==> config.mk <==
export PLATFORM = sky130hd
export DESIGN_NAME = alu_arbiter
export DESIGN_NICKNAME = d
export VERILOG_FILES = /design/src/rtl/alu_arbiter.sv
export SDC_FILE = /design/constraint.sdc
export NUM_CORES = 1
export LEC_CHECK = 0
export CAP_MARGIN = 20
export CORE_MARGIN = 5
export CORE_UTILIZATION = 40
export CTS_BUF_LIST = sky130_fd_sc_hd__clkbuf_4 sky130_fd_sc_hd__clkbuf_8
export CTS_CLUSTER_SIZE = 28
export DETAILED_ROUTE_END_ITERATION = 7
export GPL_TIMING_DRIVEN = 0
export HOLD_SLACK_MARGIN = 0.08
export PLACE_DENSITY_LB_ADDON = 0.1
export SLEW_MARGIN = 20
export SYNTH_ARGS = -nofsm -noshare
export SYNTH_HDL_FRONTEND = slang
export SYNTH_SLANG_ARGS = --single-unit
==> constraint.sdc <==
create_clock -name clk -period 1.55 [get_ports clk]
set_input_delay 0.3875 -clock clk [delete_from_list [all_inputs] [get_ports clk]]
set_output_delay 0.3875 -clock clk [all_outputs]
set_load 0.01 [all_outputs]
==> src/rtl/alu_arbiter.sv <==
// ---------------------------------------------------------------------------
// alu_arbiter
//
// Round-robin arbiter that lets two requesters share one combinational ALU.
// A grant captures the winner's operands and select code into registers that
// drive the ALU. The ALU result is captured one cycle later and held until
// the consumer acknowledges it. Only one operation is in flight at a time.
//
// Ports
//   clk, rst_n            clock (rising edge), asynchronous active-low reset
//   req0/req1             operation requests
//   op0/op1 [2:0]         ALU select code per requester
//   a0,b0/a1,b1 [3:0]     operands per requester
//   gnt0/gnt1             one-cycle grant pulse, operands captured
//   alu_a, alu_b [3:0]    registered operands to the shared ALU
//   alu_select [2:0]      registered select to the shared ALU
//   alu_out [4:0]         combinational result from the shared ALU
//   res [4:0]             captured result
//   res_valid             res holds an unacknowledged result
//   res_id                requester that owns res
//   res_ack               result consumer acknowledge
//   busy                  high whenever the FSM is not IDLE
//
// Optional feature (macro ALU_ARBITER_GRANT_CNT_EN)
//   cnt0/cnt1 [7:0]       wrapping per-requester grant counters
// ---------------------------------------------------------------------------
module alu_arbiter (
  input  logic       clk,
  input  logic       rst_n,
  input  logic       req0,
  input  logic       req1,
  input  logic [2:0] op0,
  input  logic [2:0] op1,
  input  logic [3:0] a0,
  input  logic [3:0] b0,
  input  logic [3:0] a1,
  input  logic [3:0] b1,
  output logic       gnt0,
  output logic       gnt1,
  output logic [3:0] alu_a,
  output logic [3:0] alu_b,
  output logic [2:0] alu_select,
  input  logic [4:0] alu_out,
  output logic [4:0] res,
  output logic       res_valid,
  output logic       res_id,
  input  logic       res_ack,
  output logic       busy
`ifdef ALU_ARBITER_GRANT_CNT_EN
  ,
  output logic [7:0] cnt0,
  output logic [7:0] cnt1
`endif
);

  typedef enum logic [1:0] {
    IDLE = 2'd0,
    EXEC = 2'd1,
    HOLD = 2'd2
  } state_t;

  state_t     state_q, state_d;
  logic       last_id_q, last_id_d;
  logic       gnt0_q, gnt0_d;
  logic       gnt1_q, gnt1_d;
  logic [3:0] alu_a_q, alu_a_d;
  logic [3:0] alu_b_q, alu_b_d;
  logic [2:0] alu_select_q, alu_select_d;
  logic [4:0] res_q, res_d;
  logic       res_valid_q, res_valid_d;
  logic       res_id_q, res_id_d;

  // Requester 1 wins when it asks alone, or on a tie when requester 0 was
  // the last one served.
  logic win1;
  assign win1 = req1 & (~req0 | ~last_id_q);

  always_comb begin
    // NOTE: every signal gets a default before the case so no path leaves it
    // unassigned; otherwise synthesis infers a latch.
    state_d      = state_q;
    last_id_d    = last_id_q;
    gnt0_d       = 1'b0;
    gnt1_d       = 1'b0;
    alu_a_d      = alu_a_q;
    alu_b_d      = alu_b_q;
    alu_select_d = alu_select_q;
    res_d        = res_q;
    res_valid_d  = res_valid_q;
    res_id_d     = res_id_q;

    unique case (state_q)
      IDLE: begin
        if (req0 || req1) begin
          alu_a_d      = win1 ? a1  : a0;
          alu_b_d      = win1 ? b1  : b0;
          alu_select_d = win1 ? op1 : op0;
          gnt0_d       = ~win1;
          gnt1_d       = win1;
          last_id_d    = win1;
          state_d      = EXEC;
        end
      end
      EXEC: begin
        // last_id_q still names the requester granted on the previous edge.
        res_d       = alu_out;
        res_id_d    = last_id_q;
        res_valid_d = 1'b1;
        state_d     = HOLD;
      end
      HOLD: begin
        if (res_ack) begin
          res_valid_d = 1'b0;
          state_d     = IDLE;
        end
      end
      default: state_d = IDLE;
    endcase
  end

  // NOTE: sequential state uses non-blocking assignments so every flop
  // samples its _d value from before the edge, independent of statement order.
  always_ff @(posedge clk or negedge rst_n) begin
    if (!rst_n) begin
      state_q      <= IDLE;
      last_id_q    <= 1'b1;   // requester 0 wins the first tie
      gnt0_q       <= 1'b0;
      gnt1_q       <= 1'b0;
      alu_a_q      <= 4'b0000;
      alu_b_q      <= 4'b0000;
      alu_select_q <= 3'b000;
      res_q        <= 5'b00000;
      res_valid_q  <= 1'b0;
      res_id_q     <= 1'b0;
    end else begin
      state_q      <= state_d;
      last_id_q    <= last_id_d;
      gnt0_q       <= gnt0_d;
      gnt1_q       <= gnt1_d;
      alu_a_q      <= alu_a_d;
      alu_b_q      <= alu_b_d;
      alu_select_q <= alu_select_d;
      res_q        <= res_d;
      res_valid_q  <= res_valid_d;
      res_id_q     <= res_id_d;
    end
  end

  assign gnt0       = gnt0_q;
  assign gnt1       = gnt1_q;
  assign alu_a      = alu_a_q;
  assign alu_b      = alu_b_q;
  assign alu_select = alu_select_q;
  assign res        = res_q;
  assign res_valid  = res_valid_q;
  assign res_id     = res_id_q;
  assign busy       = (state_q != IDLE);

`ifdef ALU_ARBITER_GRANT_CNT_EN
  logic [7:0] cnt0_q, cnt0_d;
  logic [7:0] cnt1_q, cnt1_d;

  // Counters advance on the same edge that raises the grant; 8-bit
  // arithmetic wraps 255 -> 0 naturally.
  always_comb begin
    cnt0_d = gnt0_d ? cnt0_q + 8'd1 : cnt0_q;
    cnt1_d = gnt1_d ? cnt1_q + 8'd1 : cnt1_q;
  end

  always_ff @(posedge clk or negedge rst_n) begin
    if (!rst_n) begin
      cnt0_q <= 8'd0;
      cnt1_q <= 8'd0;
    end else begin
      cnt0_q <= cnt0_d;
      cnt1_q <= cnt1_d;
    end
  end

  assign cnt0 = cnt0_q;
  assign cnt1 = cnt1_q;
`endif

endmodule

==> reports/qor.txt <==
Total Wirelength - 2390 microns
TritonCTS clock tree - done
Ys Warns - 0
actual slew at the worst max-slew pin - 0.510 ns
Post-Synthesis Net Count - 103
Area Overhead vs Synth - 63.9%
PnR Total Power - 0.00286 W
Synth Area in Compound Gates - 12.2%
Synth Area in Adders - 0%
combinational family with the most area after synthesis - multiplexers
Worst setup EP type - primary output
final non-filler cell total - 165
CTS HTree Levels - 1
CORE AREA - 2430 sq um
Fin. Hold Viols - 0
Multi-input gate area - 378 sq um
Max FO, Critical Path - 2
Placer Congestion - 0.699
Fmax - 658 MHz
leakage - 0.780 nW
# DRC - 0
Clock Sinks - 23
Netlist cell types - 23
CP peak stage delay - 0.41 ns
Routed WL per cell - 14.5 microns
initial core utilization - 40.9%
vias - 794
minimum clock period - 1.52 ns
Critical Path AT - 1.13 ns
Via density - 4.81
Worst-Skew Late Latency - 0.30 ns
final period utilization - 98.0%
Avg Inst Size Synth - 14.0 sq um
Reg clk slew, reported paths - 0.13 ns
crit path kind - reg -> out
largest cells by area after synthesis - dfrtp_1 (55%), mux2_2 (12%), a221o_1 (8.1%)
Clock Path Buffers - 2
grt total ovfl - 0
largest net degree at the start of global routing - 24
Fill cells - 203
PwrDens - 1760 nW/um^2
worst rel slew slack - 66.0%
Setup crit start kind - flip-flop
cell repeated most along the worst path - buf_6
Root Driver - clkbuf_4
sequential fraction of the synthesis area - 58.0%
post-synth top area share - 55.3%
Final #Nets - 168
min-delay worst type - reg -> reg
PortBufs - 52
post-synthesis mux area share - 14.0%
# diodes - 0
DP HPWL - 1780 microns
Simple-Gate Fraction of Synth Area - 11.8%
outcome - finished, final reports clean
first-pass GRT wire length - 3940 microns
placed insts - 153
IO Pins - 53
CP Cell Sequence - nor2_2, buf_6, inv_4, buf_6
Initial DRT Pass Iterations - 3
mapped cell area - 995 sq um
CP max stage cell - dfrtp_1
Post-synth EDFFs - 0
DIE HEIGHT - 59.9 microns
fraction of layout cells with a size suffix above 1 - 32.6%
skew final - 0.00611 ns
die area - 3580 sq um
Iter 0 DRT Violations - 15
Worst Path Required - 1.16 ns
Post-Syn Instances - 71
Peak VDD IR - 0.00125 V
Max-Cap Viols - 0
Top FF cell, synth - dfrtp_1
initial antenna violation count - 0
Post-Synth XOR/XNOR Area - 0%
vias in the first global route - 859
post-synthesis register bit count - 23
final setup fails - 0
area occupied by registers - 577 sq um
Yosys top cell by area - dfrtp_1
remaining antenna violation count after routing - 0
Die X - 59.9 microns
ys async rst share - 100%
Rows - 18
RSZ-0062 raised after global routing - true
TritonCTS buffer count - 3
Pins Over Slew Limit - 0
Tot GR Track Use - 14.5%
## routing by layer
metal	track usage [%]	wire [microns]	vias up
li1	-	-	387
met1	18.1	998	377
met2	23.1	1180	28
met3	4.75	188	2
met4	6.01	19	0
met5	0	0	-
## power breakdown
part | internal (W) | switching, W | total, W
clock network | 0.0000961 | 0.000173 | 0.000269
logic | 0.000897 | 0.000640 | 0.00154
registers | 0.000905 | 0.000151 | 0.00106
total | 0.00190 | 0.000964 | 0.00286
## area by class of cell
class                           count  area share [%]
Multi-Input combinational cell     41            23.2
Clock inverter                      1           0.307
Sequential cell                    23            35.4
Timing Repair Buffer               60            34.6
Buffer                              4            2.00
Inverter                            3           0.844
Tap cell                           30            2.30
Clock buffer                        3            1.38
## cells by family after synthesis
family / Yosys count
DFF: 23
and+or+nand+nor: 16
AOI/OAI and AO/OA: 13
muxes: 12
buffers and inverters: 7
## cell usage after synthesis, types with 2 or more instances
cell	count
a21oi_1	2
a221o_1	8
and3_2	8
buf_2	2
dfrtp_1	22
inv_1	2
mux2_2	11
## per-stage QoR
| stage | instance area [sq um] | hold WS [ns] | setup WS (ns) | utilization (%) | setup TNS, ns |
|---|---|---|---|---|---|
| final | 1630 | 0.514 | 0.0306 | 67.0 | 0 |
| after floorplan | 995 | 0.0919 | 0.139 | - | 0 |
| after global routing | 1630 | 0.536 | -0.0466 | 67.0 | -0.0484 |
| after CTS | 1590 | 0.521 | 0.00434 | 65.3 | 0 |
| after global placement | 1550 | 0.488 | -0.447 | 63.8 | -6.01 |
| after detailed placement | 1550 | 0.497 | -0.461 | 63.8 | -6.16 |
## layout by cell type (no fill, tap or decap)
| master | netlist | layout |
|---|---|---|
| nor3_4 | 1 | 1 |
| dfrtp_1 | 22 | 22 |
| buf_6 | 1 | 3 |
| o21ai_1 | 1 | 1 |
| buf_2 | 2 | 3 |
| buf_12 | 0 | 1 |
| nor2b_1 | 1 | 1 |
| a21o_1 | 1 | 1 |
| or2_2 | 1 | 1 |
| dlygate4sd2_1 | 0 | 22 |
| inv_1 | 2 | 2 |
| dlygate4sd3_1 | 0 | 1 |
| clkinv_2 | 0 | 1 |
| nor2_1 | 1 | 1 |
| mux2_2 | 11 | 11 |
| a21oi_1 | 2 | 2 |
| nor2_2 | 1 | 1 |
| a21boi_4 | 1 | 1 |
| mux2_4 | 1 | 1 |
| and3_2 | 8 | 8 |
| inv_4 | 0 | 1 |
| clkbuf_4 | 0 | 3 |
| and2_2 | 1 | 1 |
| nand2_1 | 1 | 1 |
| dfstp_2 | 1 | 1 |
| nor3b_1 | 1 | 1 |
| clkdlybuf4s50_1 | 0 | 28 |
| buf_4 | 1 | 6 |
| a221o_1 | 8 | 8 |
## final timing paths
check                                            start                     end  slack, ns  cells past startpoint
min in group asynchronous                        rst_n  state_q[1]$_DFFE_PN0P_       0.57                      2
worst min register to register      res[2]$_DFFE_PN0P_      res[2]$_DFFE_PN0P_       0.51                      1
worst max register to register   last_id_q$_DFFE_PN1P_    alu_a[2]$_DFFE_PN0P_       0.06                      5
max in group asynchronous                        rst_n   last_id_q$_DFFE_PN1P_       0.62                      2
worst min-delay path                res[2]$_DFFE_PN0P_      res[2]$_DFFE_PN0P_       0.51                      1
worst max-delay path            state_q[0]$_DFFE_PN0P_                    busy       0.03                      4
## state kept, by name, summed over array words and instances, names as in the netlist
signal	count
res	5
alu_a	4
alu_b	4
alu_select	3
state_q	2
gnt0	1
gnt1	1
last_id_q	1
res_id	1
res_valid	1
## what timing repair did
action,CTS,global route
gates resized for setup,28,1
hold buffers,0,1
endpoints found under the setup margin,24,9
pin swaps,2,3
hold endpoints to repair,0,22
buffers inserted,4,3
## critical path: cells and delay by family (launching register included)
family / cells / cell delay, ns
DFF: 1 / 0.41
buffers and inverters: 3 / 0.27
and+or+nand+nor: 1 / 0.15
Power figures use the tool's default switching activity.
